$ cat src/rtl/adbg_syncflop_multi.sv
// Multi-channel toggle-to-pulse synchroniser into DEST_CLK with sticky flags and saturating overrun counters.
// Latency: TOGGLE_IN sampled at edge n gives PULSE_OUT in the cycle after edge n+SYNC_STAGES-1; no backpressure.
module adbg_syncflop_multi #(
    parameter int CHANNELS    = 4,
    parameter int SYNC_STAGES = 2,
    parameter int CNT_W       = 4
) (
    input  logic                      DEST_CLK,
    input  logic                      RESET,
    input  logic [CHANNELS-1:0]       TOGGLE_IN,
    input  logic [CHANNELS-1:0]       D_SET,
    input  logic [CHANNELS-1:0]       D_RST,
    output logic [CHANNELS-1:0]       PULSE_OUT,
    output logic [CHANNELS-1:0]       D_OUT,
    output logic [CHANNELS*CNT_W-1:0] OVR_CNT,
    output logic                      ANY_OUT
);

    localparam logic [CNT_W-1:0] CNT_MAX = {CNT_W{1'b1}};

    for (genvar i = 0; i < CHANNELS; i++) begin : g_ch
        // Bit 0 is the metastability-catching flop; bit SYNC_STAGES-1 feeds the edge detector.
        (* ASYNC_REG = "TRUE" *) logic [SYNC_STAGES-1:0] sync_q;
        logic             prev_q;
        logic             flag_q;
        logic             flag_d;
        logic [CNT_W-1:0] cnt_q;
        logic [CNT_W-1:0] cnt_d;
        logic             pulse;

        assign pulse = sync_q[SYNC_STAGES-1] ^ prev_q;

        always_comb begin
            flag_d = flag_q;
            cnt_d  = cnt_q;
            if (D_RST[i]) begin
                flag_d = 1'b0;
                cnt_d  = '0;
            end else begin
                if (pulse || D_SET[i]) begin
                    flag_d = 1'b1;
                end
                // Overrun only when the event lands on an already-set flag.
                if (pulse && flag_q && (cnt_q != CNT_MAX)) begin
                    cnt_d = cnt_q + CNT_W'(1);
                end
            end
        end

        always_ff @(posedge DEST_CLK or posedge RESET) begin
            if (RESET) begin
                sync_q <= '0;
                prev_q <= 1'b0;
                flag_q <= 1'b0;
                cnt_q  <= '0;
            end else begin
                sync_q <= {sync_q[SYNC_STAGES-2:0], TOGGLE_IN[i]};
                prev_q <= sync_q[SYNC_STAGES-1];
                flag_q <= flag_d;
                cnt_q  <= cnt_d;
            end
        end

        assign PULSE_OUT[i]                = pulse;
        assign D_OUT[i]                    = flag_q | pulse;
        assign OVR_CNT[i*CNT_W +: CNT_W]   = cnt_q;
    end

    assign ANY_OUT = |D_OUT;

endmodule

$ cat config.mk
export PLATFORM = sky130hd
export DESIGN_NAME = adbg_syncflop_multi
export DESIGN_NICKNAME = d
export VERILOG_FILES = /design/src/rtl/adbg_syncflop_multi.sv
export SDC_FILE = /design/constraint.sdc
export NUM_CORES = 1
export LEC_CHECK = 0
export BUFFER_PORTS_ARGS = -buffer_cell sky130_fd_sc_hd__buf_2
export CAP_MARGIN = 15
export CORE_MARGIN = 5
export CORE_UTILIZATION = 51
export CTS_BUF_LIST = sky130_fd_sc_hd__clkbuf_16
export CTS_CLUSTER_SIZE = 20
export DETAILED_ROUTE_END_ITERATION = 7
export MAX_ROUTING_LAYER = met4
export PLACE_DENSITY = 0.74
export RECOVER_POWER = 50
export SYNTH_ARGS = -nofsm -noshare
export SYNTH_HDL_FRONTEND = slang
export SYNTH_SLANG_ARGS = --single-unit
$ cat constraint.sdc
create_clock -name DEST_CLK -period 1.9 [get_ports DEST_CLK]
set_input_delay 0.19 -clock DEST_CLK [delete_from_list [all_inputs] [get_ports DEST_CLK]]
set_output_delay 0.19 -clock DEST_CLK [all_outputs]
set_load 0.01 [all_outputs]
Word-level counts from Yosys, hierarchy flattened

Cells that the tools add are included.
Widths: inputs -> output; s select.

Flip-flop bits (word level): 32
Input port bits: 14
Logic and storage cells: 69

Add/subtract/negate cells: 4
Equal/unequal tests: 4
Mux-type cells: 16
Bitwise logic cells: 8
Reductions and logical operators: 21

Operators with widths:

| cell                | count |
|---|---|
| $mux 4              | 8 |
| $add 4x1->4 const B | 4 |
| $ne 4x4->1 const B  | 4 |
| $reduce_bool 2->1   | 8 |
| $logic_and 1x1->1   | 8 |
| $mux 1              | 8 |
| $logic_or 1x1->1    | 4 |
| $or 1x1->1          | 4 |
| $reduce_or 4->1     | 1 |
| $xor 1x1->1         | 4 |

Depth between registers and ports, before layout

Gate-level depths: netlist of run 1.

Word-level depth: 5
Gate-level depth with buffers: 4

Worst setup path before layout of run 1

Ideal clock, no wire load.

Path type: register to register
Start point: reg g_ch[2].cnt_q[0]
End point: reg g_ch[2].cnt_q[0]
Setup time: 0.125 ns
Arrival: 1.400 ns
Data required time: 1.775 ns
Path slack: 0.375 ns
Stages on the path, launching flop included: 5
Path buffers: 0
Cell sequence: dfrtp_1 -> ha_1 -> and3_1 -> nor3_1 -> mux2_2

Longest elaborated chain between the ends: 3
Elaborated cells between the ends (all ways): 6
Those cells by class: add/sub: 1; eq/ne: 1; mux: 2; reduce/logical: 2

RTL lines:

| item                                               | RTL line | source |
|---|---|---|
| start, declared                                    | 27       | `logic [CNT_W-1:0] cnt_q;` |
| start signal, assigned                             | 60       | `cnt_q <= cnt_d;` |
| $add 4x1->4 / $ne 4x4->1 (equally long branches)   | 45, 44   |  |
| $mux 4 / $logic_and 1x1->1 (equally long branches) | 44       | `if (pulse && flag_q && (cnt_q != CNT_MAX)) begin` |
| $mux 4 / $reduce_bool 2->1 (equally long branches) | -        |  |

Several ways; a longest one is shown, not always the timed one. The select of a mux whose other input is x is not followed.
A chain may end at the register's enable or synchronous reset.

Worst setup path after layout of run 1

Start point: reg g_ch[2].sync_q[1]
End point: out ANY_OUT

Longest elaborated chain between the ends: 3

RTL lines:

| item                   | RTL line | source |
|---|---|---|
| start, declared        | 23       | `(* ASYNC_REG = "TRUE" *) logic [SYNC_STAGES-1:0] sync_q;` |
| start signal, assigned | 57       | `sync_q <= {sync_q[SYNC_STAGES-2:0], TOGGLE_IN[i]};` |
| $xor 1x1->1            | 31       | `assign pulse = sync_q[SYNC_STAGES-1] ^ prev_q;` |
| $or 1x1->1             | 65       | `assign D_OUT[i] = flag_q \| pulse;` |
| $reduce_or 4->1        | 69       | `assign ANY_OUT = \|D_OUT;` |
| end, declared          | 16       | `output logic ANY_OUT` |

No other way between the ends.

==> flow_summary.ini, run 1 <==
[floorplanning]
die_y_um = 64.0
die_area_um2 = 4100
floorplan.die.width_um = 64.0
core_area_um2 = 2780
ioPinCount = 39
floorplan.initialDensity_pct = 53.5
count_of_standard_cell_rows = 19

[yosys]
synth_seq_cells = 32
yosys.area.top_type = sky130_fd_sc_hd__dfrtp_1
synth_top_area_share_pct = 53.8
syn-cell-area_um2 = 1490
post_synth_inst_count = 133
synth-simple-area-share_pct = 22.0
synth_warnings = 0
xor_xnor_cell_area_share_of_the_yosys_netlist_pct = 3.36
netlist-cell-type-count = 24
synth_compound_area_share_pct = 5.89
synth.area.top_cells = sky130_fd_sc_hd__dfrtp_1, sky130_fd_sc_hd__nor2b_1, sky130_fd_sc_hd__nor2_1
synth_fa_ha_area_share_pct = 3.36
synth-seq-area-share_pct = 53.8
syn-num-nets = 151
synth.avg_cell_area_um2 = 11.2
synth.mux.area_fraction_pct = 7.74
synth_top_family_by_area = simple AND/OR/NAND/NOR gates

[timing]
fin_hold_ws_ns = 0.0189
rsz0062_at_grt = false
maxSlewViolCount = 33
timing_hold_violations_final = 0
fin_crit_sh_pct = 91.3
max_fclk_mhz = 577
timing.setup.tns_ns = 0
worst_pin_slew_ns = 1.60
final-setup-viol-count = 0
skew_ns = 0.00351
slew-limit-headroom_pct = -6.89
final_period_minus_worst_setup_slack_ns = 1.73

[layout]
final_layout_size_suffix_gt1_share_pct = 34.1
area_growth_syn_to_layout_pct = 24.1
antenna-diode-count = 0
layout.cell_area.non_filler_um2 = 1850
finish.net_count = 193

[worst_setup_path]
critical-path-slowest-cell = sky130_fd_sc_hd__dfrtp_1
cp.arrival_ns = 1.54
worst_ep_required_time_ns = 1.71
crit_path_start_kind = flip-flop
crit-reg2reg-launch = g_ch[2].cnt_q[0]$_DFFE_PP0P_
crit_path_max_fanout = 4
cp-startpoint = g_ch[2].sync_q[1]$_DFF_PP0_
reg2reg_setup_slack_ns = 0.31
setup.worst_path.end_class = output pin
critical_path.cell_chain = xnor2_1, inv_1, nor2_1, nand3_1, buf_2
crit_path_max_incr_delay_ns = 0.39
category_of_the_critical_setup_timing_path = reg -> out

[pwr]
sw_frac_of_total_pct = 24.1
pwr-share-seq_pct = 44.1
leak_pwr_nw = 0.919
irDropWorstVdd_v = 0.00104
p_switching_w = 0.000407
power.clock.fraction_pct = 45.2
pwr-share-comb_pct = 10.7
internal-power_w = 0.00128
cellPowerDensity_nw_per_um2 = 915
tot_pwr_w = 0.00169

[route]
postRouteAntennaNets = 0
number_of_vias_per_cell = 5.33
drt-wirelength-per-cell_um = 13.4
wl_um = 2760
vias = 1103
detail_route.first_pass.iterations = 4
drc = 0
initialDrtViolationCount = 46

[global_routing]
overflow = 0
grt_pass1_wl_um = 4890
grt_start_max_net_pins = 33
first_global_vias = 1148
grt_usage_pct = 15.5
antenna_violations_before_repair = 0

[clock_tree]
cts_hold_repair.buffers = 0
cts_post_setup_buffers_inserted = 0
clk_latency_ns = 0.27
cts_htree_levels = 2
number_of_clock_sinks_seen_by_cts = 32
clock_buffers_created_by_tritoncts = 5
cts_tree = built
cts.clk_slew.worst_paths_ns = 0.05
cts.root.buffer_cell = sky130_fd_sc_hd__clkbuf_16
cts_buffer_depth = 2

[place]
globalplace.congestion = 0.756
dp.final_hpwl_um = 2110
placement.cell_area_um2 = 1690
buffer_ports.inserted = 38

[min_path]
worst_hold_startpoint = TOGGLE_IN[1]
hp-class = in -> reg

[run_status]
status = finished, violations left
violations = max-capacitance violations, max-slew violations

[run]
max_cap_violations = 1
layout by cell type (no fill, tap or decap):
cell type                     n
sky130_fd_sc_hd__a211oi_1     2
sky130_fd_sc_hd__inv_1        7
sky130_fd_sc_hd__mux2_4       2
sky130_fd_sc_hd__xnor2_1      1
sky130_fd_sc_hd__nand2_1      2
sky130_fd_sc_hd__mux2_2       4
sky130_fd_sc_hd__a31oi_1      6
sky130_fd_sc_hd__and3_1       4
sky130_fd_sc_hd__nor2_1      16
sky130_fd_sc_hd__nand3_1      5
sky130_fd_sc_hd__or2_2        2
sky130_fd_sc_hd__a311oi_1     4
sky130_fd_sc_hd__and2_2       1
sky130_fd_sc_hd__and3_4       2
sky130_fd_sc_hd__xnor2_2      1
sky130_fd_sc_hd__clkbuf_16    5
sky130_fd_sc_hd__buf_2       38
sky130_fd_sc_hd__ha_1         4
sky130_fd_sc_hd__nor4_1       3
sky130_fd_sc_hd__clkbuf_1     1
sky130_fd_sc_hd__mux2i_1      4
sky130_fd_sc_hd__clkinvlp_4   2
sky130_fd_sc_hd__dfrtp_1     32
sky130_fd_sc_hd__and2_1       1
sky130_fd_sc_hd__clkinv_4     1
sky130_fd_sc_hd__xor2_2       2
sky130_fd_sc_hd__nor2b_1     10
sky130_fd_sc_hd__nand2b_1     8
sky130_fd_sc_hd__nor3_1       6
synthesized netlist by cell type:
| cell type | n |
|---|---|
| sky130_fd_sc_hd__nor3_1 | 6 |
| sky130_fd_sc_hd__nand3_1 | 5 |
| sky130_fd_sc_hd__or2_2 | 2 |
| sky130_fd_sc_hd__mux2_2 | 4 |
| sky130_fd_sc_hd__dfrtp_1 | 32 |
| sky130_fd_sc_hd__ha_1 | 4 |
| sky130_fd_sc_hd__nand2b_1 | 8 |
| sky130_fd_sc_hd__a211oi_1 | 2 |
| sky130_fd_sc_hd__inv_1 | 7 |
| sky130_fd_sc_hd__mux2i_1 | 4 |
| sky130_fd_sc_hd__xor2_2 | 2 |
| sky130_fd_sc_hd__a311oi_1 | 4 |
| sky130_fd_sc_hd__a31oi_1 | 6 |
| sky130_fd_sc_hd__nor4_1 | 3 |
| sky130_fd_sc_hd__nand2_1 | 2 |
| sky130_fd_sc_hd__xnor2_1 | 2 |
| sky130_fd_sc_hd__and2_2 | 1 |
| sky130_fd_sc_hd__nor2b_1 | 10 |
| sky130_fd_sc_hd__and3_4 | 2 |
| sky130_fd_sc_hd__and2_1 | 1 |
| sky130_fd_sc_hd__nor2_1 | 16 |
| sky130_fd_sc_hd__buf_4 | 4 |
| sky130_fd_sc_hd__mux2_4 | 2 |
| sky130_fd_sc_hd__and3_1 | 4 |
per-stage QoR:
step | worst slack [ns] | std cells | utilization [%]
floorplan | 0.375 | 133 | -
global placement | 0.387 | 199 | 60.9
detailed placement | 0.317 | 199 | 60.9
CTS | 0.143 | 207 | 66.3
global route | 0.0142 | 207 | 66.4
finish | 0.166 | 207 | 66.4
power groups by stage:
| stage | clock, W | combinational [W] | sequential (W) |
|---|---|---|---|
| 2_1_floorplan | 0 | 0.000120 | 0.000756 |
| 3_3_place_gp | 0 | 0.000176 | 0.000754 |
| 3_5_place_dp | 0 | 0.000184 | 0.000756 |
| 4_1_cts | 0.000785 | 0.000184 | 0.000745 |
| 5_1_grt | 0.000821 | 0.000205 | 0.000751 |
| 6_report | 0.000763 | 0.000181 | 0.000746 |
kinds of logic (layout without fill, tap and decap cells):
kind of cell / after synthesis / in the layout
and+or+nand+nor: 60 / 60
DFF: 32 / 32
xor gates and xnor gates: 4 / 4
buffers and inverters: 11 / 54
muxes: 10 / 10
adders and majority gates: 4 / 4
AOI/OAI and AO/OA: 12 / 12
registers in the layout (all words and copies together) (netlist names):
register	flops
g_ch.cnt_q	16
g_ch.sync_q	8
g_ch.flag_q	4
g_ch.prev_q	4
critical path: cells and delay by family, from the launching register on:
kind | cells | cell delay [ns]
and+or+nand+nor | 2 | 0.30
xor gates and xnor gates | 1 | 0.29
buffers and inverters | 2 | 0.30
DFF | 1 | 0.39
final timing paths:
check	endpoint	cells after the start
max	ANY_OUT	5
min	g_ch[1].sync_q[0]$_DFF_PP0_	1
max reg2reg	g_ch[2].cnt_q[0]$_DFFE_PP0P_	4
min reg2reg	g_ch[3].sync_q[1]$_DFF_PP0_	0
max in group asynchronous	g_ch[0].cnt_q[0]$_DFFE_PP0P_	3
min in group asynchronous	g_ch[1].sync_q[0]$_DFF_PP0_	3
layout make-up:
class,instances,area (µm²)
Sequential cell,32,801
Fill cell,211,935
Clock buffer,5,125
Inverter,7,26.3
Tap cell,31,38.8
Multi-Input combinational cell,90,638
Timing Repair Buffer,39,194
Clock inverter,3,23.8
layer usage:
metal	part of all wire [%]	vias up	GRT usage [%]	routed length, µm
li1	-	540	-	-
met1	42	527	16.4	1160
met2	50	30	25.9	1370
met3	6.4	6	5.78	177
met4	2.0	0	6.75	54
met5	0	-	-	0
repair_timing:
item | CTS | global route
endpoints found under the hold margin | 0 | 0
resized for setup | 0 | 1
endpoints found under the setup margin | 0 | 1
Power figures use the tool's default switching activity.
==> run 2: changes to the inputs <==
--- a/config.mk
+++ b/config.mk
@@ -15,6 +15,9 @@
 export MAX_ROUTING_LAYER = met4
 export PLACE_DENSITY = 0.74
 export RECOVER_POWER = 50
+export REMOVE_ABC_BUFFERS = 1
+export SETUP_SLACK_MARGIN = 0.2
+export SLEW_MARGIN = 20
 export SYNTH_ARGS = -nofsm -noshare
 export SYNTH_HDL_FRONTEND = slang
 export SYNTH_SLANG_ARGS = --single-unit
==> flow_summary.ini, run 2 (synthesized netlist as in run 1, its figures left out) <==
[floorplanning]
floorplan.die.width_um = 64.0
ioPinCount = 39
floorplan.initialDensity_pct = 53.5
count_of_standard_cell_rows = 19
die_area_um2 = 4100
die_y_um = 64.0
core_area_um2 = 2780

[worst_setup_path]
worst_ep_required_time_ns = 1.71
category_of_the_critical_setup_timing_path = reg -> out
crit_path_start_kind = flip-flop
critical_path.cell_chain = xor2_4, nor4_4, nand3_1, buf_2
crit_path_max_incr_delay_ns = 0.43
cp.arrival_ns = 1.42
setup.worst_path.end_class = output pin
crit_path_max_fanout = 8
critical-path-slowest-cell = sky130_fd_sc_hd__dfrtp_1

[timing]
rsz0062_at_grt = false
fin_crit_sh_pct = 84.7
timing.setup.tns_ns = 0
skew_ns = 0.00172
timing_hold_violations_final = 0
worst_pin_slew_ns = 0.757
slew-limit-headroom_pct = 49.5
maxSlewViolCount = 0
final_period_minus_worst_setup_slack_ns = 1.61
max_fclk_mhz = 621
final-setup-viol-count = 0

[layout]
layout.filler_cells = 217
antenna-diode-count = 0
finish.net_count = 196
fin_util_pct = 68.2
final_common_cell = sky130_fd_sc_hd__buf_2
highest_count_cells_in_the_layout_ignoring_fill_and_taps = sky130_fd_sc_hd__buf_2, sky130_fd_sc_hd__dfrtp_1, sky130_fd_sc_hd__nor2_1
area_growth_syn_to_layout_pct = 27.5
final_layout_size_suffix_gt1_share_pct = 35.8
top_register = g_ch.cnt_q
reg.largest.list = g_ch.cnt_q (16), g_ch.sync_q (8)
largest_register_ffs = 16

[global_routing]
grt_usage_pct = 16.2
first_global_vias = 1154
overflow = 0
grt_pass1_wl_um = 5010
antenna_violations_before_repair = 0
grt_start_max_net_pins = 33

[clock_tree]
cts.clk_slew.worst_paths_ns = 0.05
cts.root.buffer_cell = sky130_fd_sc_hd__clkbuf_16
clock_buffers_created_by_tritoncts = 5
cts_buffer_depth = 2
cts_tree = built
number_of_clock_sinks_seen_by_cts = 32
clk_latency_ns = 0.27
cts_htree_levels = 2

[route]
initialDrtViolationCount = 53
postRouteAntennaNets = 0
number_of_vias_per_cell = 5.32
vias = 1117
drc = 0
detail_route.first_pass.iterations = 4
drt-wirelength-per-cell_um = 13.7
wl_um = 2880

[place]
buffer_ports.inserted = 38
globalplace.congestion = 0.748
dp.final_hpwl_um = 2010

[min_path]
hp-class = in -> reg

[pwr]
cellPowerDensity_nw_per_um2 = 890
leak_pwr_nw = 0.950
irDropWorstVdd_v = 0.00105

[run]
max_cap_violations = 0

[run_status]
status = finished clean
==> run 2: metal layers <==
metal	GRT usage, %	part of all wire [%]
met5	-	0
met4	6.23	1.7
met3	7.18	6.4
met2	24.2	48
met1	19.3	44
==> run 2: path summary, 6_finish.rpt <==
path                                           endpoint  cells past startpoint                    startpoint  slack, ns
max                                             ANY_OUT                      4      g_ch[3].prev_q$_DFF_PP0_       0.29
min                         g_ch[1].sync_q[0]$_DFF_PP0_                      1                  TOGGLE_IN[1]       0.02
max reg2reg                g_ch[2].cnt_q[0]$_DFFE_PP0P_                      4  g_ch[2].cnt_q[0]$_DFFE_PP0P_       0.31
min reg2reg                 g_ch[1].sync_q[1]$_DFF_PP0_                      0   g_ch[1].sync_q[0]$_DFF_PP0_       0.34
max in group asynchronous  g_ch[3].cnt_q[2]$_DFFE_PP0P_                      4                         RESET       0.74
min in group asynchronous   g_ch[1].sync_q[0]$_DFF_PP0_                      4                         RESET       0.68
==> run 2: area by class of cell <==
cell class,count,area (µm²),area share (%)
clock buffers,5,125,6.60
clock inverters,3,13.8,0.726
inverters,7,26.3,1.39
multi-input cells,90,672,35.4
flip-flops and latches,32,801,42.2
well taps,31,38.8,2.04
repair buffers,42,220,11.6
==> run 2: per-stage QoR <==
stage          area (µm²)  setup WS (ns)  total power [W]  hold WS, ns  cells
4_1_cts              1850          0.205          0.00169       0.0130    208
5_1_grt              1900          0.207          0.00177       0.0112    210
2_1_floorplan        1460          0.375         0.000864        0.221    129
3_5_place_dp         1690          0.326         0.000937        0.288    199
3_3_place_gp         1690          0.391         0.000930        0.282    199
6_report             1900          0.291          0.00169       0.0187    210
==> run 2: power by group <==
group | switching (W) | internal [W] | leakage (nW)
sequential | 0.0000349 | 0.000715 | 0.409
clock | 0.000270 | 0.000474 | 0.0710
combinational | 0.000101 | 0.0000931 | 0.471
==> run 2: critical path, delay by kind of cell, from the launching register on <==
kind	cells	cell delay, ns
xor+xnor	1	0.23
buf+inv	1	0.15
flops	1	0.43
simple gates	2	0.34
==> run 2: what timing repair did <==
| action | in CTS | in global routing |
|---|---|---|
| hold buffers | 1 | 0 |
| gates resized for setup | 1 | 4 |
| buffers inserted | 0 | 2 |
| endpoints found under the setup margin | 1 | 3 |
| pin swaps | 0 | 2 |
| hold endpoints to repair | 32 | 0 |
==> run 3: changes to the inputs <==
==> constraint.sdc (replaced) <==
create_clock -name DEST_CLK -period 1.6 [get_ports DEST_CLK]
set_input_delay 0.16 -clock DEST_CLK [delete_from_list [all_inputs] [get_ports DEST_CLK]]
set_output_delay 0.16 -clock DEST_CLK [all_outputs]
set_load 0.01 [all_outputs]
==> flow_summary.ini, run 3 (synthesized netlist as in run 1, its figures left out) <==
[worst_setup_path]
worst_ep_required_time_ns = 1.44
cp.arrival_ns = 1.40
reg2reg_setup_slack_ns = 0.06
worst_r2r_endpoint = g_ch[3].cnt_q[0]$_DFFE_PP0P_
crit_path_start_kind = flip-flop
category_of_the_critical_setup_timing_path = reg -> out
crit_path_max_fanout = 3
worst_r2r_path_depth = 5
crit-reg2reg-launch = g_ch[3].sync_q[1]$_DFF_PP0_
setup.worst_path.end_class = output pin

[global_routing]
first_global_vias = 1274
top_usage_layer = met2
grt_usage_pct = 18.8
grt_util_met3_pct = 6.48
grt_use_met1_pct = 21.9
overflow = 0
grt_start_max_net_pins = 33
groute.layer.met2.usage_pct = 29.8
antenna_violations_before_repair = 0
grt_pass1_wl_um = 5820

[layout]
regArea_um2 = 803
layout.filler_cells = 158
antenna-diode-count = 0
final_layout_size_suffix_gt1_share_pct = 50.3
finish.net_count = 216
multi_input_comb_area_um2 = 802
area_growth_syn_to_layout_pct = 53.2
reg.largest.list = g_ch.cnt_q (16), g_ch.sync_q (8)
highest_count_cells_in_the_layout_ignoring_fill_and_taps = sky130_fd_sc_hd__dfrtp_1, sky130_fd_sc_hd__buf_2, sky130_fd_sc_hd__buf_6
largest_register_ffs = 16
instances_no_fill = 230
top_register = g_ch.cnt_q

[place]
globalplace.congestion = 0.762
dp.final_hpwl_um = 2080
buffer_ports.inserted = 38
place.detailed.instances = 201

[floorplanning]
core_area_um2 = 2780
floorplan.initialDensity_pct = 53.5
die_area_um2 = 4100
count_of_standard_cell_rows = 19
floorplan.die.width_um = 64.0
die_y_um = 64.0
ioPinCount = 39

[route]
detail_route.first_pass.iterations = 4
drc = 0
initialDrtViolationCount = 56
wl_um = 3970
number_of_vias_per_cell = 5.49
drt-wirelength-per-cell_um = 17.3
postRouteAntennaNets = 0
vias = 1262

[clock_tree]
cts_htree_levels = 2
number_of_clock_sinks_seen_by_cts = 32
cts.root.buffer_cell = sky130_fd_sc_hd__clkbuf_16
cts_tree = built
clk_latency_ns = 0.27
cts_buffer_depth = 2
cts.clk_slew.worst_paths_ns = 0.05
clock_buffers_created_by_tritoncts = 5

[timing]
slew-limit-headroom_pct = 73.2
skew_ns = 0.00445
final-setup-viol-count = 0
timing.setup.tns_ns = 0
worst_pin_slew_ns = 0.402
rsz0062_at_grt = true
max_fclk_mhz = 640
maxSlewViolCount = 0
final_period_minus_worst_setup_slack_ns = 1.56
fin_hold_ws_ns = 0.119
fin_crit_sh_pct = 97.7
timing_hold_violations_final = 0

[pwr]
leak_pwr_nw = 1.08
irDropWorstVdd_v = 0.00115
cellPowerDensity_nw_per_um2 = 955

[min_path]
hp-class = in -> reg
holdPathStages = 3
hold_path_end = g_ch[2].flag_q$_DFFE_PP0P_
worst_hold_startpoint = D_SET[2]

[run]
max_cap_violations = 0

[run_status]
status = finished clean
[run 3: power by group]
group / internal [W] / total [W] / switching (W)
clock: 0.000563 / 0.000887 / 0.000323
combinational: 0.000217 / 0.000396 / 0.000179
sequential: 0.000849 / 0.000895 / 0.0000461
total: 0.00163 / 0.00218 / 0.000549
[run 3: critical path, cell delays in order, from the launching register on]
cell and delay (ns):
sky130_fd_sc_hd__dfrtp_1 0.42, sky130_fd_sc_hd__xor2_4 0.22, sky130_fd_sc_hd__buf_4 0.15, sky130_fd_sc_hd__or2_4 0.23
sky130_fd_sc_hd__buf_6 0.12
[run 3: worst max-delay path by stage]
stage                                             from                            to  slack (ns)  depth (start not counted)
after detailed placement  g_ch[2].cnt_q[0]$_DFFE_PP0P_  g_ch[2].cnt_q[0]$_DFFE_PP0P_        0.05                          4
after CTS                     g_ch[3].prev_q$_DFF_PP0_                       ANY_OUT       0.008                          4
after global routing          g_ch[0].prev_q$_DFF_PP0_                      D_OUT[0]       0.003                          4
after floorplan           g_ch[2].cnt_q[0]$_DFFE_PP0P_  g_ch[2].cnt_q[0]$_DFFE_PP0P_        0.07                          4
final                         g_ch[0].prev_q$_DFF_PP0_                      D_OUT[0]        0.04                          4
after global placement    g_ch[2].cnt_q[0]$_DFFE_PP0P_  g_ch[2].cnt_q[3]$_DFFE_PP0P_        0.14                          4
[run 3: per-layer routing]
| layer | up-vias | share of wire, % |
|---|---|---|
| li1 | 589 | - |
| met1 | 603 | 39 |
| met2 | 56 | 51 |
| met3 | 14 | 6.5 |
| met4 | 0 | 3.5 |
| met5 | - | 0 |
[run 3: layout make-up]
type / instances / share of cell area [%]
Clock buffer: 5 / 5.49
Inverter: 7 / 1.15
Clock inverter: 3 / 0.604
Multi-Input combinational cell: 90 / 35.2
Tap cell: 31 / 1.70
Timing Repair Buffer: 62 / 20.6
Sequential cell: 32 / 35.2
[run 3: what timing repair did]
| action | CTS | global route |
|---|---|---|
| endpoints found under the setup margin | 14 | 17 |
| buffers inserted | 12 | 4 |
| cloned | 0 | 0 |
| endpoints found under the hold margin | 36 | 0 |
| hold buffers | 5 | 0 |
| resized for setup | 27 | 30 |
| pin swaps | 8 | 9 |
[run 3: through the flow]
step | total power (W) | area [µm²] | worst slack [ns] | utilization, %
final | 0.00218 | 2280 | 0.0369 | 82.0
after global routing | 0.00228 | 2280 | 0.00274 | 82.0
after CTS | 0.00211 | 2130 | 0.00808 | 76.5
after detailed placement | 0.00112 | 1710 | 0.0526 | 61.4
after global placement | 0.00111 | 1710 | 0.139 | 61.4
after floorplan | 0.00103 | 1460 | 0.0750 | -
